**src/rtl/pipe_reg_if.sv**
```systemverilog
// Handshake bundle for pipe_reg: upstream (in_*) and downstream (out_*) channels.
// A beat moves on a channel at the falling clock edge where valid && ready are both 1;
// valid never depends on ready, and data is held stable while valid=1 and ready=0.
interface pipe_reg_if #(
  parameter int WIDTH = 4
);
  logic             in_valid;
  logic [WIDTH-1:0] in_data;
  logic             in_ready;
  logic             out_valid;
  logic [WIDTH-1:0] out_data;
  logic             out_ready;

  modport master (
    output in_valid, in_data, out_ready,
    input  in_ready, out_valid, out_data
  );

  modport slave (
    input  in_valid, in_data, out_ready,
    output in_ready, out_valid, out_data
  );
endinterface

```
**src/rtl/pipe_reg.sv**
```systemverilog
// Elastic DEPTH-stage register pipeline with bubble collapse, flush and negedge updates.
// Optional occupancy counter port "count" is built when PIPE_REG_COUNT_EN is defined.
module pipe_reg #(
  parameter int WIDTH = 4,
  parameter int DEPTH = 2
) (
  input  logic clk,
  input  logic reset,
  input  logic clear,
  pipe_reg_if.slave bus
`ifdef PIPE_REG_COUNT_EN
  ,
  output logic [$clog2(DEPTH+1)-1:0] count
`endif
);

  logic [DEPTH-1:0] v;
  logic [DEPTH-1:0] adv;
  logic [DEPTH-1:0] src_v;
  logic [WIDTH-1:0] d     [DEPTH];
  logic [WIDTH-1:0] src_d [DEPTH];

  // A stage may load when it is empty or the stage after it is moving,
  // so bubbles are squeezed out and ready ripples back from out_ready.
  always_comb begin
    adv = '0;
    adv[DEPTH-1] = !v[DEPTH-1] || bus.out_ready;
    for (int i = DEPTH - 2; i >= 0; i--) begin
      adv[i] = !v[i] || adv[i+1];
    end
  end

  always_comb begin
    src_v = '0;
    for (int i = 0; i < DEPTH; i++) begin
      src_d[i] = '0;
    end
    src_v[0] = bus.in_valid;
    src_d[0] = bus.in_data;
    for (int i = 1; i < DEPTH; i++) begin
      src_v[i] = v[i-1];
      src_d[i] = d[i-1];
    end
  end

  assign bus.in_ready  = adv[0] && reset && !clear;
  assign bus.out_valid = v[DEPTH-1];
  assign bus.out_data  = d[DEPTH-1];

  // Data registers only capture real beats; a bubble leaves the old data in place.
  always_ff @(negedge clk) begin
    if (!reset || clear) begin
      v <= '0;
      for (int i = 0; i < DEPTH; i++) begin
        d[i] <= '0;
      end
    end else begin
      for (int i = 0; i < DEPTH; i++) begin
        if (adv[i]) begin
          v[i] <= src_v[i];
          if (src_v[i]) begin
            d[i] <= src_d[i];
          end
        end
      end
    end
  end

`ifdef PIPE_REG_COUNT_EN
  logic in_fire;
  logic out_fire;

  assign in_fire  = bus.in_valid && bus.in_ready;
  assign out_fire = bus.out_valid && bus.out_ready;

  always_ff @(negedge clk) begin
    if (!reset || clear) begin
      count <= '0;
    end else if (in_fire && !out_fire) begin
      count <= count + 1'b1;
    end else if (out_fire && !in_fire) begin
      count <= count - 1'b1;
    end
  end
`endif

endmodule

```
**src/flat_wrapper.sv**
```systemverilog
// flat-port wrapper written by rule: the top's interface ports become plain ports
module pipe_reg_flat 
#(
  parameter int WIDTH = 4,
  parameter int DEPTH = 2
)
  (clk, reset, clear, bus_in_valid, bus_in_data, bus_out_ready, bus_in_ready, bus_out_valid, bus_out_data);
  pipe_reg_if #(.WIDTH(WIDTH)) bus_i ();
  input  logic clk;
  input  logic reset;
  input  logic clear;
  input wire logic [$bits(bus_i.in_valid)-1:0] bus_in_valid;
  input wire logic [$bits(bus_i.in_data)-1:0] bus_in_data;
  input wire logic [$bits(bus_i.out_ready)-1:0] bus_out_ready;
  output wire logic [$bits(bus_i.in_ready)-1:0] bus_in_ready;
  output wire logic [$bits(bus_i.out_valid)-1:0] bus_out_valid;
  output wire logic [$bits(bus_i.out_data)-1:0] bus_out_data;
  assign bus_i.in_valid = bus_in_valid;
  assign bus_i.in_data = bus_in_data;
  assign bus_i.out_ready = bus_out_ready;
  assign bus_in_ready = bus_i.in_ready;
  assign bus_out_valid = bus_i.out_valid;
  assign bus_out_data = bus_i.out_data;
  pipe_reg #(.WIDTH(WIDTH), .DEPTH(DEPTH)) u_core (.clk(clk), .reset(reset), .clear(clear), .bus(bus_i));
endmodule
```
**config.mk**
```make
export PLATFORM = sky130hd
export DESIGN_NAME = pipe_reg_flat
export DESIGN_NICKNAME = d
export VERILOG_FILES = /design/src/rtl/pipe_reg_if.sv /design/src/rtl/pipe_reg.sv /design/src/flat_wrapper.sv
export SDC_FILE = /design/constraint.sdc
export NUM_CORES = 1
export LEC_CHECK = 0
export BUFFER_PORTS_ARGS = -buffer_cell sky130_fd_sc_hd__clkbuf_2
export CAP_MARGIN = 15
export CORE_AREA = 2 2 39 41
export CTS_CLUSTER_SIZE = 10
export DETAILED_ROUTE_END_ITERATION = 8
export DIE_AREA = 0 0 41 43
export GPL_ROUTABILITY_DRIVEN = 0
export RECOVER_POWER = 25
export SYNTH_ARGS = -nofsm -noshare
export SYNTH_HDL_FRONTEND = slang
export SYNTH_SLANG_ARGS = --single-unit
```
**constraint.sdc**
```tcl
create_clock -name clk -period 1.5 [get_ports clk]
set_clock_uncertainty 0.2 [all_clocks]
set_input_delay 0.3 -clock clk [delete_from_list [all_inputs] [get_ports clk]]
set_output_delay 0.3 -clock clk [all_outputs]
set_load 0.01 [all_outputs]
```
==> flow_metrics.env <==
export IMPL_cts_tree="built"
export IMPL_vias=423
export IMPL_synth_area_sq_um=538
export IMPL_syn_num_nets=46
export IMPL_critical_path_cell_chain="and3b_2 > nor2_4 > buf_6"
export IMPL_violations="setup timing"
export IMPL_port_buffers=14
export IMPL_avgViaCountPerCell=4.92
export IMPL_drtPass1Iterations=2
export IMPL_required_ns=1.00
export IMPL_synth_warnings=0
export IMPL_wl_per_cell_um=15.2
export IMPL_arrival_ns=1.81
export IMPL_p_seq_frac=0.438
export IMPL_p_per_area_mw_per_mm2=816
export IMPL_drive_above_1_share=0.700
export IMPL_power_leakage_nw=0.401
export IMPL_insertion_delay_ns=0.34
export IMPL_drv_cap=0
export IMPL_ys_types=16
export IMPL_grtUsageTotal=0.176
export IMPL_cts_max_level=1
export IMPL_dpl_cell_area_sq_um=683
export IMPL_fin_ws_ns=-0.807
export IMPL_critical_path_slowest_cell="dfxtp_2"
export IMPL_first_global_vias=463
export IMPL_report_final_slew_viol_count=0
export IMPL_max_slew_worst_pin_slew_ns=0.218
export IMPL_die_h_um=43
export IMPL_switching_share=0.303
export IMPL_grt_pass1_wl_um=1950
export IMPL_io_pins=15
export IMPL_design_core_area_sq_mm=0.00138
export IMPL_synthFlopType="edfxtp_1"
export IMPL_slew_headroom=0.854
export IMPL_critPathCaptureType="output pin"
export IMPL_crit_type="flop to output pin"
export IMPL_antenna_cells=0
export IMPL_critical_path_max_fanout=2
export IMPL_fin_setup_tns_ns=-8.35
export IMPL_ir_worst_vdd_mv=0.379
export IMPL_initial_core_util=0.389
export IMPL_grt_setup_unrepaired="true"
export IMPL_grt_max_degree=9
export IMPL_async_reset_ff_frac=0
export IMPL_finalHoldViolCount=0
export IMPL_syn_to_final_growth_pct=67.0
export IMPL_dp_hpwl_um=730
export IMPL_seq_area_frac_synth=0.521
export IMPL_fillers=109
export IMPL_holdCritPathClass="flop to flop"
export IMPL_syn_area_per_cell_sq_um=14.5
export IMPL_critPathMaxStageDelay_ns=0.31
export IMPL_synth_seq_cells=10
export IMPL_status="complete, but fails checks"
export IMPL_finalNetCount=81
export IMPL_p_sw_mw=0.222
export IMPL_clock_sinks=10
export IMPL_die_area_sq_mm=0.00176
export IMPL_internal_power_mw=0.510
export IMPL_design_area_sq_um=898
export IMPL_drtIter0Drc=6
export IMPL_die_w_um=41
export IMPL_pwr_share_clk=0.400
export IMPL_path_clk_slew_ns=0.03
export IMPL_ant_nets=0
export IMPL_drt_total_wl_um=1300
export IMPL_synth_edf_count=8
export IMPL_p_comb_frac=0.163
export IMPL_grt_overflow=0
export IMPL_clockRootBuffer="clkbuf_4"
export IMPL_worstSetupStartpointType="flop"
export IMPL_num_rows=14
export IMPL_setup_violations=23
export IMPL_cts_path_max_buffers=2
export IMPL_antenna_found_initial=0
export IMPL_cts_buffers=3
export IMPL_post_route_drc_count=0
export IMPL_syn_instance_count=37
cells by family after synthesis:
kind of cell | after synthesis | synth area share
buf+inv | 9 | 0.107
compound gates | 4 | 0.0465
simple gates | 14 | 0.326
flops | 10 | 0.521
worst max-delay path: cells and delay by family, from the launching register on:
| family | cells | cell delay (ns) |
|---|---|---|
| buffers and inverters | 1 | 0.10 |
| flip-flops | 1 | 0.31 |
| AND/OR/NAND/NOR | 2 | 0.32 |
cell usage after synthesis, types with 2 or more instances:
| cell type | number | area, sq um |
|---|---|---|
| buf_4 | 4 | 30.0 |
| nor4b_2 | 7 | 105 |
| edfxtp_1 | 8 | 240 |
| inv_1 | 3 | 11.3 |
| a21o_1 | 2 | 15.0 |
| a21oi_1 | 2 | 10.0 |
| dfxtp_1 | 2 | 40.0 |
power by group through the flow:
stage,Sequential [mW],Combinational [mW],Clock [mW]
final,0.321,0.119,0.293
after floorplan,0.324,0.0529,0.0445
after CTS,0.321,0.103,0.303
after global placement,0.323,0.0783,0.0445
after detailed placement,0.324,0.0815,0.0445
after global routing,0.322,0.127,0.339
final timing paths:
path / from / to / slack [ns] / cells past startpoint
setup / recovery: u_core.v[1] / bus_in_ready / -0.81 / 3
hold / removal: u_core.d[0][2] / u_core.d[0][6] / 0.42 / 1
setup reg to reg: u_core.v[1] / u_core.d[0][0] / 0.04 / 4
hold reg to reg: u_core.d[0][2] / u_core.d[0][6] / 0.42 / 1
flip-flops by register name, summed over array words and instances (netlist names):
signal    cells
u_core.v      2
u_core.d      8
metrics by stage:
| step | std cells | util | hold WS (ns) | setup WS (ns) | power (mW) |
|---|---|---|---|---|---|
| finish | 86 | 0.649 | 0.421 | -0.807 | 0.733 |
| global route | 86 | 0.649 | 0.453 | -0.849 | 0.787 |
| CTS | 85 | 0.608 | 0.399 | -0.843 | 0.727 |
| global placement | 69 | 0.494 | 0.361 | -0.600 | 0.446 |
| detailed placement | 69 | 0.494 | 0.386 | -0.688 | 0.450 |
| floorplan | 37 | - | 0.270 | -0.496 | 0.421 |
cell usage in the layout, fill, tap and decap left out:
cell	Yosys	routed
buf_6	1	4
clkbuf_4	0	3
nand2b_4	1	2
dfxtp_2	0	2
a21oi_2	0	2
and3b_2	0	1
nor2_4	0	1
clkbuf_2	0	11
nor2_2	1	1
inv_1	3	12
nand3b_1	1	1
buf_4	4	9
nor4b_4	1	8
buf_12	0	3
edfxtp_1	8	8
a21o_4	0	2
per-layer routing:
layer	part of all wire	track usage	vias up	wire length [um]
met5	0	0	-	0
met4	0.029	0.153	0	38
met3	0.055	0.0785	5	72
met2	0.55	0.278	16	722
met1	0.36	0.153	202	469
li1	-	-	200	-
area by class of cell:
class	instances	area, sq um	area share
flip-flops and latches	10	283	0.315
inverters	2	7.51	0.00836
well taps	16	20.0	0.0223
multi-input cells	18	300	0.334
clock inverters	10	37.5	0.0418
clock buffers	3	22.5	0.0251
repair buffers	27	228	0.253
what timing repair did:
item | 4_1_cts | 5_1_grt
hold buffers | 0 | 0
buffers inserted | 5 | 4
pin swaps | 8 | 4
gates resized for setup | 13 | 13
endpoints found under the setup margin | 24 | 23
No activity file was read; power rests on OpenSTA's default activity.
